`config.mk`:
```
export PLATFORM = sky130hd
export DESIGN_NAME = multicycle_ctrl
export DESIGN_NICKNAME = d
export VERILOG_FILES = /design/src/rtl/multicycle_ctrl.sv
export SDC_FILE = /design/constraint.sdc
export NUM_CORES = 1
export LEC_CHECK = 0
export ABC_CLOCK_PERIOD_IN_PS = 2800
export CELL_PAD_IN_SITES_DETAIL_PLACEMENT = 0
export CELL_PAD_IN_SITES_GLOBAL_PLACEMENT = 2
export CORE_MARGIN = 2
export CORE_UTILIZATION = 29
export CTS_CLUSTER_DIAMETER = 120
export CTS_CLUSTER_SIZE = 10
export DETAILED_ROUTE_END_ITERATION = 8
export PLACE_DENSITY = 0.91
export SLEW_MARGIN = 30
export SYNTH_ARGS = -nofsm -noshare
export SYNTH_HDL_FRONTEND = slang
export SYNTH_SLANG_ARGS = --single-unit
```
`constraint.sdc`:
```
create_clock -name clk -period 2.8 [get_ports clk]
set_input_delay 0.28 -clock clk [delete_from_list [all_inputs] [get_ports clk]]
set_output_delay 0.28 -clock clk [all_outputs]
set_load 0.02 [all_outputs]
```
`src/rtl/multicycle_ctrl.sv`:
```
// Multi-cycle control FSM for the RV32I-subset datapath: fetch, decode, execute, memory, writeback.
// Strobes are decoded combinationally from state and instr; instret, illegal and the wait counter are registered.
module multicycle_ctrl #(
  parameter int unsigned MEM_TIMEOUT = 255,
  parameter logic [31:0] INSTRET_RST = '0
) (
  input  logic        clk,
  input  logic        rst_n,
  input  logic [31:0] instr,
  input  logic        alu_zero,
  input  logic        cmp_lt,
  input  logic        mem_ready,
  output logic        mem_req,
  output logic        mem_we,
  output logic        mem_addr_sel,
  output logic        ir_we,
  output logic        pc_we,
  output logic        pc_src,
  output logic [5:0]  alu_op,
  output logic        alu_src_b,
  output logic        reg_we,
  output logic [1:0]  wb_sel,
  output logic        illegal,
  output logic [2:0]  state,
  output logic [31:0] instret
);

  typedef enum logic [2:0] {
    S_FETCH  = 3'd0,
    S_DECODE = 3'd1,
    S_EXEC   = 3'd2,
    S_MEM    = 3'd3,
    S_WB     = 3'd4,
    S_TRAP   = 3'd5
  } state_t;

  typedef enum logic [2:0] {
    C_ILL, C_R, C_ADDI, C_JAL, C_BEQ, C_BLT, C_LW, C_SW
  } cls_t;

  state_t      st;
  cls_t        dec_cls;
  logic [5:0]  dec_op;
  logic [31:0] tmo_cnt;
  logic        timed_out;
  logic        unused_instr;

  logic [6:0] opcode;
  logic [2:0] f3;
  logic [6:0] f7;

  assign opcode       = instr[6:0];
  assign f3           = instr[14:12];
  assign f7           = instr[31:25];
  assign unused_instr = ^{instr[24:15], instr[11:7]};
  assign state        = st;
  assign timed_out    = (MEM_TIMEOUT != 0) && (tmo_cnt == 32'(MEM_TIMEOUT - 1));

  always_comb begin
    dec_cls = C_ILL;
    dec_op  = '0;
    case (opcode)
      7'b0110011: begin
        case (f3)
          3'b000: begin
            if (f7 == 7'b0000000) begin dec_cls = C_R; dec_op = 6'b000001; end
            else if (f7 == 7'b0100000) begin dec_cls = C_R; dec_op = 6'b000010; end
          end
          3'b001: if (f7 == 7'b0000000) begin dec_cls = C_R; dec_op = 6'b000011; end
          3'b111: if (f7 == 7'b0000000) begin dec_cls = C_R; dec_op = 6'b000110; end
          3'b110: if (f7 == 7'b0000000) begin dec_cls = C_R; dec_op = 6'b000111; end
          3'b100: if (f7 == 7'b0000000) begin dec_cls = C_R; dec_op = 6'b001000; end
          3'b101: if (f7 == 7'b0000000) begin dec_cls = C_R; dec_op = 6'b001011; end
          default: ;
        endcase
      end
      7'b0010011: if (f3 == 3'b000) begin dec_cls = C_ADDI; dec_op = 6'b000101; end
      7'b1101111: begin dec_cls = C_JAL; dec_op = 6'b000100; end
      7'b1100011: begin
        if (f3 == 3'b000) begin dec_cls = C_BEQ; dec_op = 6'b001010; end
        else if (f3 == 3'b100) begin dec_cls = C_BLT; dec_op = 6'b001001; end
      end
      7'b0000011: if (f3 == 3'b010) begin dec_cls = C_LW; dec_op = 6'b001100; end
      7'b0100011: if (f3 == 3'b010) begin dec_cls = C_SW; dec_op = 6'b001101; end
      default: ;
    endcase
  end

  always_comb begin
    mem_req      = 1'b0;
    mem_we       = 1'b0;
    mem_addr_sel = 1'b0;
    ir_we        = 1'b0;
    pc_we        = 1'b0;
    pc_src       = 1'b0;
    alu_op       = '0;
    alu_src_b    = 1'b0;
    reg_we       = 1'b0;
    wb_sel       = 2'd0;
    // alu_op/alu_src_b stay valid from DECODE through WB so the ALU result is stable for MEM
    if (st == S_DECODE || st == S_EXEC || st == S_MEM || st == S_WB) begin
      alu_op    = dec_op;
      alu_src_b = (dec_cls == C_ADDI) || (dec_cls == C_LW) || (dec_cls == C_SW);
    end
    case (st)
      S_FETCH: begin
        mem_req = 1'b1;
        ir_we   = mem_ready;
      end
      S_EXEC: begin
        if (dec_cls == C_BEQ) begin pc_we = 1'b1; pc_src = alu_zero; end
        else if (dec_cls == C_BLT) begin pc_we = 1'b1; pc_src = cmp_lt; end
      end
      S_MEM: begin
        mem_req      = 1'b1;
        mem_addr_sel = 1'b1;
        mem_we       = (dec_cls == C_SW);
        pc_we        = mem_ready && (dec_cls == C_SW);
      end
      S_WB: begin
        reg_we = 1'b1;
        pc_we  = 1'b1;
        pc_src = (dec_cls == C_JAL);
        wb_sel = (dec_cls == C_LW) ? 2'd1 : (dec_cls == C_JAL) ? 2'd2 : 2'd0;
      end
      default: ;
    endcase
    if (!rst_n) begin
      mem_req      = 1'b0;
      mem_we       = 1'b0;
      mem_addr_sel = 1'b0;
      ir_we        = 1'b0;
      pc_we        = 1'b0;
      pc_src       = 1'b0;
      alu_op       = '0;
      alu_src_b    = 1'b0;
      reg_we       = 1'b0;
      wb_sel       = 2'd0;
    end
  end

  always_ff @(posedge clk) begin
    if (!rst_n) begin
      st      <= S_FETCH;
      instret <= INSTRET_RST;
      illegal <= 1'b0;
      tmo_cnt <= '0;
    end else begin
      if (pc_we) instret <= instret + 32'd1;
      case (st)
        S_FETCH: begin
          if (mem_ready) st <= S_DECODE;
          else if (timed_out) begin st <= S_TRAP; illegal <= 1'b1; end
          else tmo_cnt <= tmo_cnt + 32'd1;
        end
        S_DECODE: begin
          if (dec_cls == C_ILL) begin st <= S_TRAP; illegal <= 1'b1; end
          else st <= S_EXEC;
        end
        S_EXEC: begin
          case (dec_cls)
            C_LW, C_SW:   begin st <= S_MEM; tmo_cnt <= '0; end
            C_BEQ, C_BLT: begin st <= S_FETCH; tmo_cnt <= '0; end
            C_ILL:        begin st <= S_TRAP; illegal <= 1'b1; end
            default:      st <= S_WB;
          endcase
        end
        S_MEM: begin
          if (mem_ready) begin
            if (dec_cls == C_LW) st <= S_WB;
            else begin st <= S_FETCH; tmo_cnt <= '0; end
          end else if (timed_out) begin
            st <= S_TRAP; illegal <= 1'b1;
          end else tmo_cnt <= tmo_cnt + 32'd1;
        end
        S_WB: begin
          st      <= S_FETCH;
          tmo_cnt <= '0;
        end
        S_TRAP: st <= S_TRAP;
        default: begin st <= S_TRAP; illegal <= 1'b1; end
      endcase
    end
  end

endmodule
```
==> flow_summary.ini <==
[power_and_ir_drop]
vdd_drop_max_mv = 0.264
pwr-share-comb_pct = 11.9
power.leakage_uw = 0.00209
swShare_pct = 25.1
p_seq_share_pct = 40.0
p_clk_share_pct = 48.1
switchingPower_uw = 623
power_density_nw_per_um2 = 411
p_int_uw = 1860
finalPower_uw = 2480

[synthesis]
yosysUniqueCellTypes = 66
synth_seq_cells = 68
async_flop_share_pct = 0
synthesis.area_um2 = 4210
syn_inst = 536
synth_edf_count = 0
syn_avg_cell_area_um2 = 7.85
ys.flop_type = dfxtp_1
yosys_warnings = 0
ys_seq_area_share_pct = 32.4

[timing]
setup_violations = 0
slew_viol_final = 0
skew_ns = 0.00508
relSlewSlack_pct = 45.4
rsz0062_at_grt = false
min_period_ns = 2.70
worstMarginPinSlew_ns = 0.813
max_freq_mhz = 371
hold_violations = 0
fin_ws_ns = 0.102
post-route-period-util_pct = 96.4

[floorplanning]
die_area_um2 = 15500
core_region_area_um2 = 14400
num_rows = 44
die_h_um = 124
start_util_pct = 29.3
dieWidth_um = 124
ios = 89

[placement]
io_buffer_count = 71
gp_congestion = 0.889
dpl.hpwl_um = 9800
pre_cts_slack_ns = -0.438

[global_route]
grt_pass1_wl_um = 22300
grt_max_degree = 33
grt_use_total_pct = 17.5
grt_pass1_vias = 4512
antenna_found_initial = 0
grt_overflow = 0

[worst_setup_path]
critPathArrivalTime_ns = 2.42
cp-start-kind = input pin
r2r_end = instret[27]$_SDFFE_PN0P_
regToRegSetupSlack_ns = 0.27
crit_path_end_kind = output port
cp_max_fo = 6
critPathRequiredTime_ns = 2.52
path_class = in -> out
r2r_cells = 8
r2r_start = state[0]$_SDFF_PN0_

[route]
via_per_inst = 5.32
first_pass_iters = 4
drc = 0
ant_nets = 0
totalWireLength_um = 13600
drt_iter0_drc = 342
wire_per_inst_um = 15.8
via_count = 4590

[cts]
insertion_delay_ns = 0.34
htree_levels = 3
cts.path.max_buffers = 2
numCtsBuffers = 9
cts-hold-fix-buffers = 0
cts_root_buf = clkbuf_16
clk_pin_slew_worst_paths_ns = 0.06
cts.sinks = 68
cts_tree = done

[outcome]
run_status = finished clean

[final_layout]
mostFrequentLayoutCell = buf_4
diodes = 0
final_cell_mix = buf_4, dfxtp_1, clkdlybuf4s50_1, a21oi_1, nor2_1
area_delta_synth_final_pct = 43.4
nets = 713
drive_above_1_share_pct = 19.0

[hold_path]
hold_start = instret[28]$_SDFFE_PN0P_
hold_class = reg -> reg
whs_path_depth = 2
hold_end = instret[28]$_SDFFE_PN0P_

[job]
drv_cap = 0
## worst max-delay path by stage
stage | from | endpoint | slack, ns | cells after the start
finish | instr[4] | pc_we | 0.10 | 9
global placement | instr[4] | pc_src | -0.47 | 9
global route | instr[4] | pc_we | 0.009 | 9
detailed placement | instr[4] | pc_src | -0.44 | 9
floorplan | instr[13] | pc_src | 0.11 | 5
CTS | instr[4] | alu_src_b | 0.01 | 7
## final cells by class
| type | count | area, µm² |
|---|---|---|
| tap | 184 | 230 |
| clock buffer | 11 | 253 |
| sequential | 68 | 1360 |
| multi-input combinational | 416 | 2660 |
| clock inverter | 5 | 58.8 |
| inverter | 19 | 71.3 |
| fill | 1428 | 8340 |
| timing repair buffer | 159 | 1390 |
## per-layer routing
layer	up-vias	routed length, µm	GRT usage, %
li1	2303	-	-
met1	2157	6400	23.1
met2	108	6170	27.4
met3	22	731	4.51
met4	0	277	6.74
met5	-	0	0
## power by group through the flow
stage	sequential [µW]	clock, µW	combinational [µW]
floorplan	1010	0	132
global placement	1010	0	286
detailed placement	1010	0	288
CTS	991	1230	290
global route	993	1270	320
finish	991	1190	295
## logic make-up after synthesis
kind of cell	Yosys count	synth area share, %
AO/OA/AOI/OAI	142	23.0
XOR/XNOR	21	4.37
adder cells (fa/ha/maj)	3	0.893
buffers and inverters	53	5.47
flip-flops	68	32.4
multiplexers	2	0.476
other	1	0.0892
AND/OR/NAND/NOR	246	33.4
## timing repair
item | CTS | global route
pin swaps | 2 | 4
resized for setup | 19 | 16
endpoints found under the setup margin | 8 | 25
gates cloned | 0 | 1
buffers inserted | 2 | 4
## metrics by stage
step | utilization (%) | setup TNS [ns] | std cells | hold WS (ns) | instance area, µm²
finish | 42.0 | 0 | 862 | 0.503 | 6030
global route | 42.0 | 0 | 862 | 0.520 | 6030
detailed placement | 39.1 | -10.88 | 839 | 0.490 | 5620
CTS | 41.3 | 0 | 857 | 0.502 | 5940
floorplan | - | 0 | 537 | 0.461 | 4210
global placement | 39.1 | -9.52 | 839 | 0.476 | 5620
## sequential cells by signal (all words and copies together), names as in the netlist
name	count
instret	32
tmo_cnt	32
state	3
illegal	1
## synthesized netlist by cell type, types with 5 or more instances
cell / number / area, µm²
nor4_1: 13 / 81.3
inv_1: 19 / 71.3
xnor2_1: 20 / 175
a21oi_1: 44 / 220
o21ai_0: 22 / 110
nand4_1: 17 / 106
and3_1: 7 / 43.8
nor2b_1: 5 / 31.3
or4_1: 22 / 165
and4_1: 5 / 43.8
nand2b_1: 7 / 43.8
a211oi_1: 15 / 113
nor3_1: 18 / 90.1
dfxtp_1: 68 / 1360
and2_1: 7 / 43.8
nand2_1: 39 / 146
a2111oi_0: 8 / 70.1
clkbuf_1: 23 / 86.3
o31ai_1: 20 / 150
nand3b_1: 5 / 37.5
or3_1: 16 / 100
nand3_1: 24 / 120
nor2_1: 41 / 154
## critical path, stage by stage
cell and delay, ns:
clkdlybuf4s50_1 0.49, buf_4 0.14, nand2b_1 0.14, a2111oi_2 0.08, buf_4 0.16, or4_4 0.54, a21o_1 0.22, inv_1 0.10
clkdlybuf4s15_2 0.27
Note: power is estimated with default switching activity, not from simulation.
